## config.mk

```make
export PLATFORM = sky130hd
export DESIGN_NAME = fetch_unit
export DESIGN_NICKNAME = d
export VERILOG_FILES = /design/src/rtl/fetch_unit.sv
export SDC_FILE = /design/constraint.sdc
export NUM_CORES = 1
export LEC_CHECK = 0
export CAP_MARGIN = 20
export CELL_PAD_IN_SITES_DETAIL_PLACEMENT = 1
export CELL_PAD_IN_SITES_GLOBAL_PLACEMENT = 2
export CORE_MARGIN = 2
export CORE_UTILIZATION = 30
export CTS_BUF_LIST = sky130_fd_sc_hd__clkbuf_4
export CTS_CLUSTER_SIZE = 40
export DETAILED_ROUTE_END_ITERATION = 7
export PLACE_DENSITY_LB_ADDON = 0.1
export SLEW_MARGIN = 0
export SYNTH_ARGS = -nofsm -noshare
export SYNTH_HDL_FRONTEND = slang
export SYNTH_SLANG_ARGS = --single-unit
```

## constraint.sdc

```tcl
create_clock -name clk -period 10.34 [get_ports clk]
set_input_delay 3.102 -clock clk [delete_from_list [all_inputs] [get_ports clk]]
set_output_delay 3.102 -clock clk [all_outputs]
set_load 0.01 [all_outputs]
```

## src/rtl/fetch_unit.sv

```systemverilog
// RV32I instruction-fetch stage: owns the PC, issues single-cycle imem requests,
// buffers {instr, pc} in a small FIFO and hands them to decode over valid/ready.
module fetch_unit #(
  parameter int unsigned            XLEN     = 32,
  parameter logic [XLEN-1:0]        RESET_PC = '0,
  parameter int unsigned            DEPTH    = 2
) (
  input  logic            clk,
  input  logic            reset,
  output logic            imem_req_o,
  output logic [XLEN-1:0] imem_addr_o,
  input  logic [31:0]     imem_rdata_i,
  input  logic            redirect_i,
  input  logic [XLEN-1:0] redirect_pc_i,
  input  logic            id_ready_i,
  output logic            id_valid_o,
  output logic [31:0]     id_instr_o,
  output logic [XLEN-1:0] id_pc_o,
  output logic [XLEN-1:0] id_pc4_o
);

  localparam int unsigned AW  = (DEPTH > 1) ? $clog2(DEPTH) : 1;
  localparam int unsigned CW  = AW + 1;
  localparam int unsigned CW1 = CW + 1;
  localparam logic [CW:0] DEPTH_C = CW1'(DEPTH);

  logic [XLEN-1:0] pc_q;
  logic            inflight_q;
  logic [XLEN-1:0] inflight_pc_q;
  logic [CW-1:0]   count_q;
  logic [AW-1:0]   rd_ptr_q;
  logic [AW-1:0]   wr_ptr_q;
  logic [31:0]     instr_mem_q [DEPTH];
  logic [XLEN-1:0] pc_mem_q    [DEPTH];

  logic            pop;
  logic            push;
  logic [CW:0]     occ;

  assign id_valid_o  = (count_q != '0);
  assign id_instr_o  = instr_mem_q[rd_ptr_q];
  assign id_pc_o     = pc_mem_q[rd_ptr_q];
  assign id_pc4_o    = id_pc_o + XLEN'(4);
  assign imem_addr_o = pc_q;

  assign pop  = id_valid_o & id_ready_i;
  assign push = inflight_q & ~redirect_i;
  assign occ  = {1'b0, count_q} + CW1'(inflight_q);

  // occ - pop < DEPTH, rearranged to avoid underflow; reset gates the request
  // because the occupancy term alone would already allow issue.
  assign imem_req_o = reset & ~redirect_i & (occ < (DEPTH_C + CW1'(pop)));

  always_ff @(posedge clk or negedge reset) begin
    if (!reset) begin
      pc_q          <= RESET_PC;
      inflight_q    <= 1'b0;
      inflight_pc_q <= '0;
      count_q       <= '0;
      rd_ptr_q      <= '0;
      wr_ptr_q      <= '0;
      for (int unsigned i = 0; i < DEPTH; i++) begin
        instr_mem_q[i] <= '0;
        pc_mem_q[i]    <= '0;
      end
    end else if (redirect_i) begin
      pc_q       <= {redirect_pc_i[XLEN-1:2], 2'b00};
      inflight_q <= 1'b0;
      count_q    <= '0;
      rd_ptr_q   <= '0;
      wr_ptr_q   <= '0;
    end else begin
      inflight_q <= imem_req_o;
      if (imem_req_o) begin
        pc_q          <= pc_q + XLEN'(4);
        inflight_pc_q <= pc_q;
      end
      if (push) begin
        instr_mem_q[wr_ptr_q] <= imem_rdata_i;
        pc_mem_q[wr_ptr_q]    <= inflight_pc_q;
        wr_ptr_q              <= wr_ptr_q + AW'(1);
      end
      if (pop) begin
        rd_ptr_q <= rd_ptr_q + AW'(1);
      end
      case ({push, pop})
        2'b10:   count_q <= count_q + CW'(1);
        2'b01:   count_q <= count_q - CW'(1);
        default: count_q <= count_q;
      endcase
    end
  end

endmodule

```

* Word level (Yosys, flattened, before mapping)
Index checks and enable logic that the tools add are counted.
** Word-level totals
- Word-level logic and storage cells :: 58
- Output and inout bits :: 130
- Bits of input ports :: 68
- Memories :: 0
- Bits in registers :: 197
- Latch bits :: 0
- Bits in writable memories :: 0
- Memory bits (read-only) :: 0
** Operators by class
- Order comparisons :: 4
- Reductions and logical operators :: 8
- Multipliers :: 0
- Equal/unequal tests :: 2
- $add $sub $neg :: 8
- Divide/modulo/power cells :: 0
- Shift operators :: 0
- Bitwise operators :: 7
- Muxes and demuxes :: 19
** Operators by type and width (count)
- 32-bit 2-to-1 mux :: 9
- 64-bit bitwise mux :: 2
- 32-bit by 3-bit adder with 32-bit output (second input constant) :: 2
- 32-bit demux with 1-bit select :: 1
- 2-bit nonzero test :: 4
- 1-bit 2-to-1 mux :: 5
- 1-bit AND :: 4
- 2-bit >= comparator (second input constant) :: 2
- 1-bit NOT with 2-bit output :: 2
- 2-bit one-hot mux with 2 select lines :: 1
- 2-bit AND reduction :: 2
- 2-bit by 1-bit adder with 3-bit output :: 1
- 2-bit by 1-bit adder with 3-bit output (first input constant) :: 1
- 3-bit < comparator :: 1
- 3-bit nonzero test :: 1
- 1-bit adder (second input constant) :: 2
- 2-bit by 1-bit adder with 2-bit output (second input constant) :: 1
- 2-bit by 1-bit equality test with 1-bit output (second input constant) :: 1
- 2-bit equality test (second input constant) :: 1
- 2-bit by 1-bit < comparator with 1-bit output (second input constant) :: 1
- 2-bit 2-to-1 mux :: 1
- 2-bit by 1-bit subtractor with 2-bit output (second input constant) :: 1
- 1-bit logical AND :: 1
- 1-bit NOT :: 1

* Logic depth before layout (Yosys ltp)
- Depth in word-level cells :: 7
- Mapped depth :: 12
- Depth with buffers taken out :: 8

* Worst setup path before layout
Ideal clock, no wire load.
- Kind :: input to output
- Start :: input port id_ready_i
- End :: output port imem_req_o
- Arrival :: 4091 ps
- Data required time :: 7238 ps
- Path slack :: 3147 ps
- Cell stages on the path :: 5
- Path buffers :: 1
- Cell sequence :: o21ai_2 -> o21ai_1 -> nand2_1 -> nor2_1 -> buf_2
** Between the ends
- Word-level cells in the longest chain between the ends :: 4
** Ends and longest elaborated chain
- start, declared :: RTL line 15 : input logic id_ready_i,
- 1-bit AND :: RTL line 46 : assign pop = id_valid_o & id_ready_i;
- 2-bit by 1-bit adder with 3-bit output :: RTL line 52 : assign imem_req_o = reset & ~redirect_i & (occ < (DEPTH_C + CW1'(pop)));
- 3-bit < comparator :: RTL line 52
- 1-bit AND :: RTL line 52
- end, declared :: RTL line 10 : output logic imem_req_o,
Every way passes these cells.

* Worst setup path in the final report
- Start :: input port reset
- End :: output port imem_req_o
** Between the ends
- Word-level cells in the longest chain between the ends :: 2
** Ends and longest elaborated chain
- start, declared :: RTL line 9 : input logic reset,
- 1-bit AND (2 in series) :: RTL line 52
Every way passes these cells.

==> summary.md <==
| Metric | Value |
|---|---|
| Status | `completed` |
| Area contributors post-synth | `dfrtp_1 51%, mux2_2 25%, xnor2_1 2.9%` |
| DIE AREA | `32110 sq um` |
| Final Critical Period | `8.441 ns` |
| Fillers | `3287` |
| GRT met1 Usage | `21.28%` |
| Met3 GRT Util | `2.629%` |
| DPL Wire Length | `17520 um` |
| Leading area contributor after synthesis | `dfrtp_1` |
| WP data arrival | `5.34 ns` |
| Worst Min Path Start | `instr_mem_q[62]` |
| Critical path startpoint category | `primary input` |
| Commonest non-fill, non-tap cells in the layout | `204 x mux2_2, 188 x dfrtp_1, 188 x clkdlybuf4s50_1` |
| Slew @ Worst Pin | `0.9910 ns` |
| Clk root buf | `clkbuf_4` |
| Period utilization | `81.64%` |
| RR Startpoint | `inflight_q` |
| Row count | `64` |
| Global-route wire length before repair | `38580 um` |
| Final GP Congestion | `0.7408` |
| Top-area cell type share of the netlist area | `51.36%` |
| Max-slew headroom | `33.93%` |
| Post-Syn Area | `9209 sq um` |
| Power per cell area | `200.5 nW/um^2` |
| Area growth, synth to finish | `27.88%` |
| Critical path type | `in -> out` |
| Number of max-cap violations | `0` |
| Core ar. | `30430 sq um` |
| NumNets Final | `994` |
| Final setup viols | `0` |
| Total negative slack | `0 ns` |
| Share of cells above drive strength 1 | `27.62%` |
| Synth Instances | `749` |
| Initial drt markers | `184` |
| P_leak | `0.004807 uW` |
| DRC | `0` |
| Kind of end point of the critical path | `output port` |
| Clock Latency Late Sink | `0.58 ns` |
| H-tree depth | `4` |
| Pins over their slew limit | `0` |
| First-pass DRT Iterations | `4` |
| Worst Path Required | `7.24 ns` |
| Max clock buf depth | `2` |
| CTS Hold Buffers Added | `0` |
| Max VDD drop | `64.29 uV` |
| Buffers on Ports | `189` |
| Final Skew | `0.03137 ns` |
| Post-CTS setup buffer count | `0` |
| CTS buffer count | `17` |
| Critical Path Start | `reset` |
| Vias in the first global route | `6901` |
| Routed WL | `24500 um` |
| Max frequency | `0.1185 GHz` |
| Initial Util | `30.26%` |
| Hold Vio Cnt, Final | `0` |
| Most common cell after layout, fill and taps aside | `mux2_2` |
| Initial antenna violation count | `1` |
| Yosys warns | `0` |
| R2r setup slk | `7.10 ns` |
| Total Power | `2361 uW` |
| Clk slew on worst S/H paths | `0.14 ns` |
| Hold Crit Class | `reg -> reg` |
| CTS Sinks | `189` |
| Synthesized area per cell | `12.29 sq um` |
| CP max FO | `80` |
| Die Wd | `179.2 um` |
| Vias per cell | `4.814` |
| Post-CTS Resized | `0` |
| Vias | `6408` |
| Grt ovf | `0` |
| Antenna Violating Nets Remaining | `0` |
| Sequential share of the synthesized area | `51.36%` |
| Top-Level Pins | `198` |
| CTS tree | `done` |
| Primary FF master, synth | `dfrtp_1` |
| DR WL/cell | `18.40 um` |
| Synth Register Bits | `189` |
| RSZ-0062 raised after global routing | `false` |
| Largest net degree at the start of global routing | `81` |
| Die height | `179.2 um` |
| Ys async rst share | `100.0%` |
| Distinct cells, synth | `54` |
| Met2 usage | `25.58%` |
| Number of flops mapped to enable cells by yosys | `0` |
| Grt peak-use layer | `met2` |
| Gr usage total | `15.47%` |
-- worst paths after layout --
path	endpoint	cells after the start
min reg2reg	instr_mem_q[62]	1
max	imem_req_o	5
max reg2reg	imem_addr_o[29]	7
max in group asynchronous	rd_ptr_q	2
min in group asynchronous	instr_mem_q[1]	1
min	instr_mem_q[62]	1
-- sequential cells by signal, summed over array words and instances, names as in the netlist --
signal and flops:
imem_addr_o 30, pc_mem_q 60, count_q 2, inflight_q 1
inflight_pc_q 30, instr_mem_q 64, wr_ptr_q 1, rd_ptr_q 1
-- cells by family (layout without fill, tap and decap cells) --
kind of cell / count (synthesis) / in the layout / share of synthesized area [%]
muxes: 214 / 214 / 26.03
DFF: 189 / 189 / 51.36
and+or+nand+nor: 166 / 166 / 9.728
AOI/OAI and AO/OA: 65 / 65 / 4.620
buffers and inverters: 60 / 240 / 2.921
xor gates and xnor gates: 50 / 50 / 4.755
adders and majority gates: 4 / 4 / 0.5435
other: 1 / 7 / 0.04072
-- area by class of cell --
| cell class | count | area (sq um) | share of cell area [%] |
|---|---|---|---|
| multi-input cells | 505 | 4254 | 36.12 |
| diodes | 1 | 2.502 | 0.02125 |
| repair buffers | 197 | 1968 | 16.71 |
| clock inverters | 14 | 150.1 | 1.275 |
| well taps | 396 | 495.5 | 4.207 |
| flip-flops and latches | 189 | 4733 | 40.19 |
| inverters | 12 | 45.04 | 0.3825 |
| clock buffers | 17 | 127.6 | 1.084 |
-- critical path, stage by stage --
cell,delay (ns)
clkbuf_8,0.48
nor2b_1,0.56
nand2_1,0.32
nor2_4,0.21
clkdlybuf4s50_1,0.56
-- cell usage after synthesis, types with 2 or more instances --
cell and number:
xor2_1 19, a21o_1 4, o21ai_0 23, and3_1 8, nand2b_1 2, ha_1 4
nand3b_1 3, nor2b_1 5, a32o_1 2, nor3b_1 3, nor3_1 7, dfrtp_1 189
a31oi_1 10, nand2_1 50, or4_1 6, inv_1 11, a21oi_1 7, or3_1 3
mux2i_1 10, nand4_1 10, buf_1 8, buf_2 11, buf_4 6, nor4_1 12
nand4b_1 6, nor2_1 22, nand3_1 17, nand4_2 3, a32oi_1 2, o31ai_1 6
and4_1 3, mux2_2 204, clkbuf_1 22, xnor2_1 31
-- power by group --
part | leakage (uW) | internal (uW) | total, uW | switching (uW)
sequential | 0.00231 | 932 | 1080 | 153
combinational | 0.00234 | 515 | 864 | 349
clock | 0.000152 | 129 | 412 | 284
-- through the flow --
stage          area (sq um)  hold slack (ns)  instances  setup WS [ns]  util [%]
4_1_cts               11750           0.5262       1329          1.827     38.63
5_1_grt               11780           0.5427       1331          1.666     38.70
3_5_place_dp          11480           0.4901       1298          1.835     37.71
6_report              11780           0.5205       1331          1.899     38.70
3_3_place_gp          11480           0.4810       1298          1.911     37.71
2_1_floorplan          9228           0.4727        754          3.147         -
-- layer usage --
layer	up-vias	share of wire [%]	wire length, um
met5	-	0	0
li1	3026	-	-
met1	3246	48	11850
met2	125	47	11530
met4	0	0.75	183
met3	11	3.8	931
No activity file was read; power rests on OpenSTA's default activity.
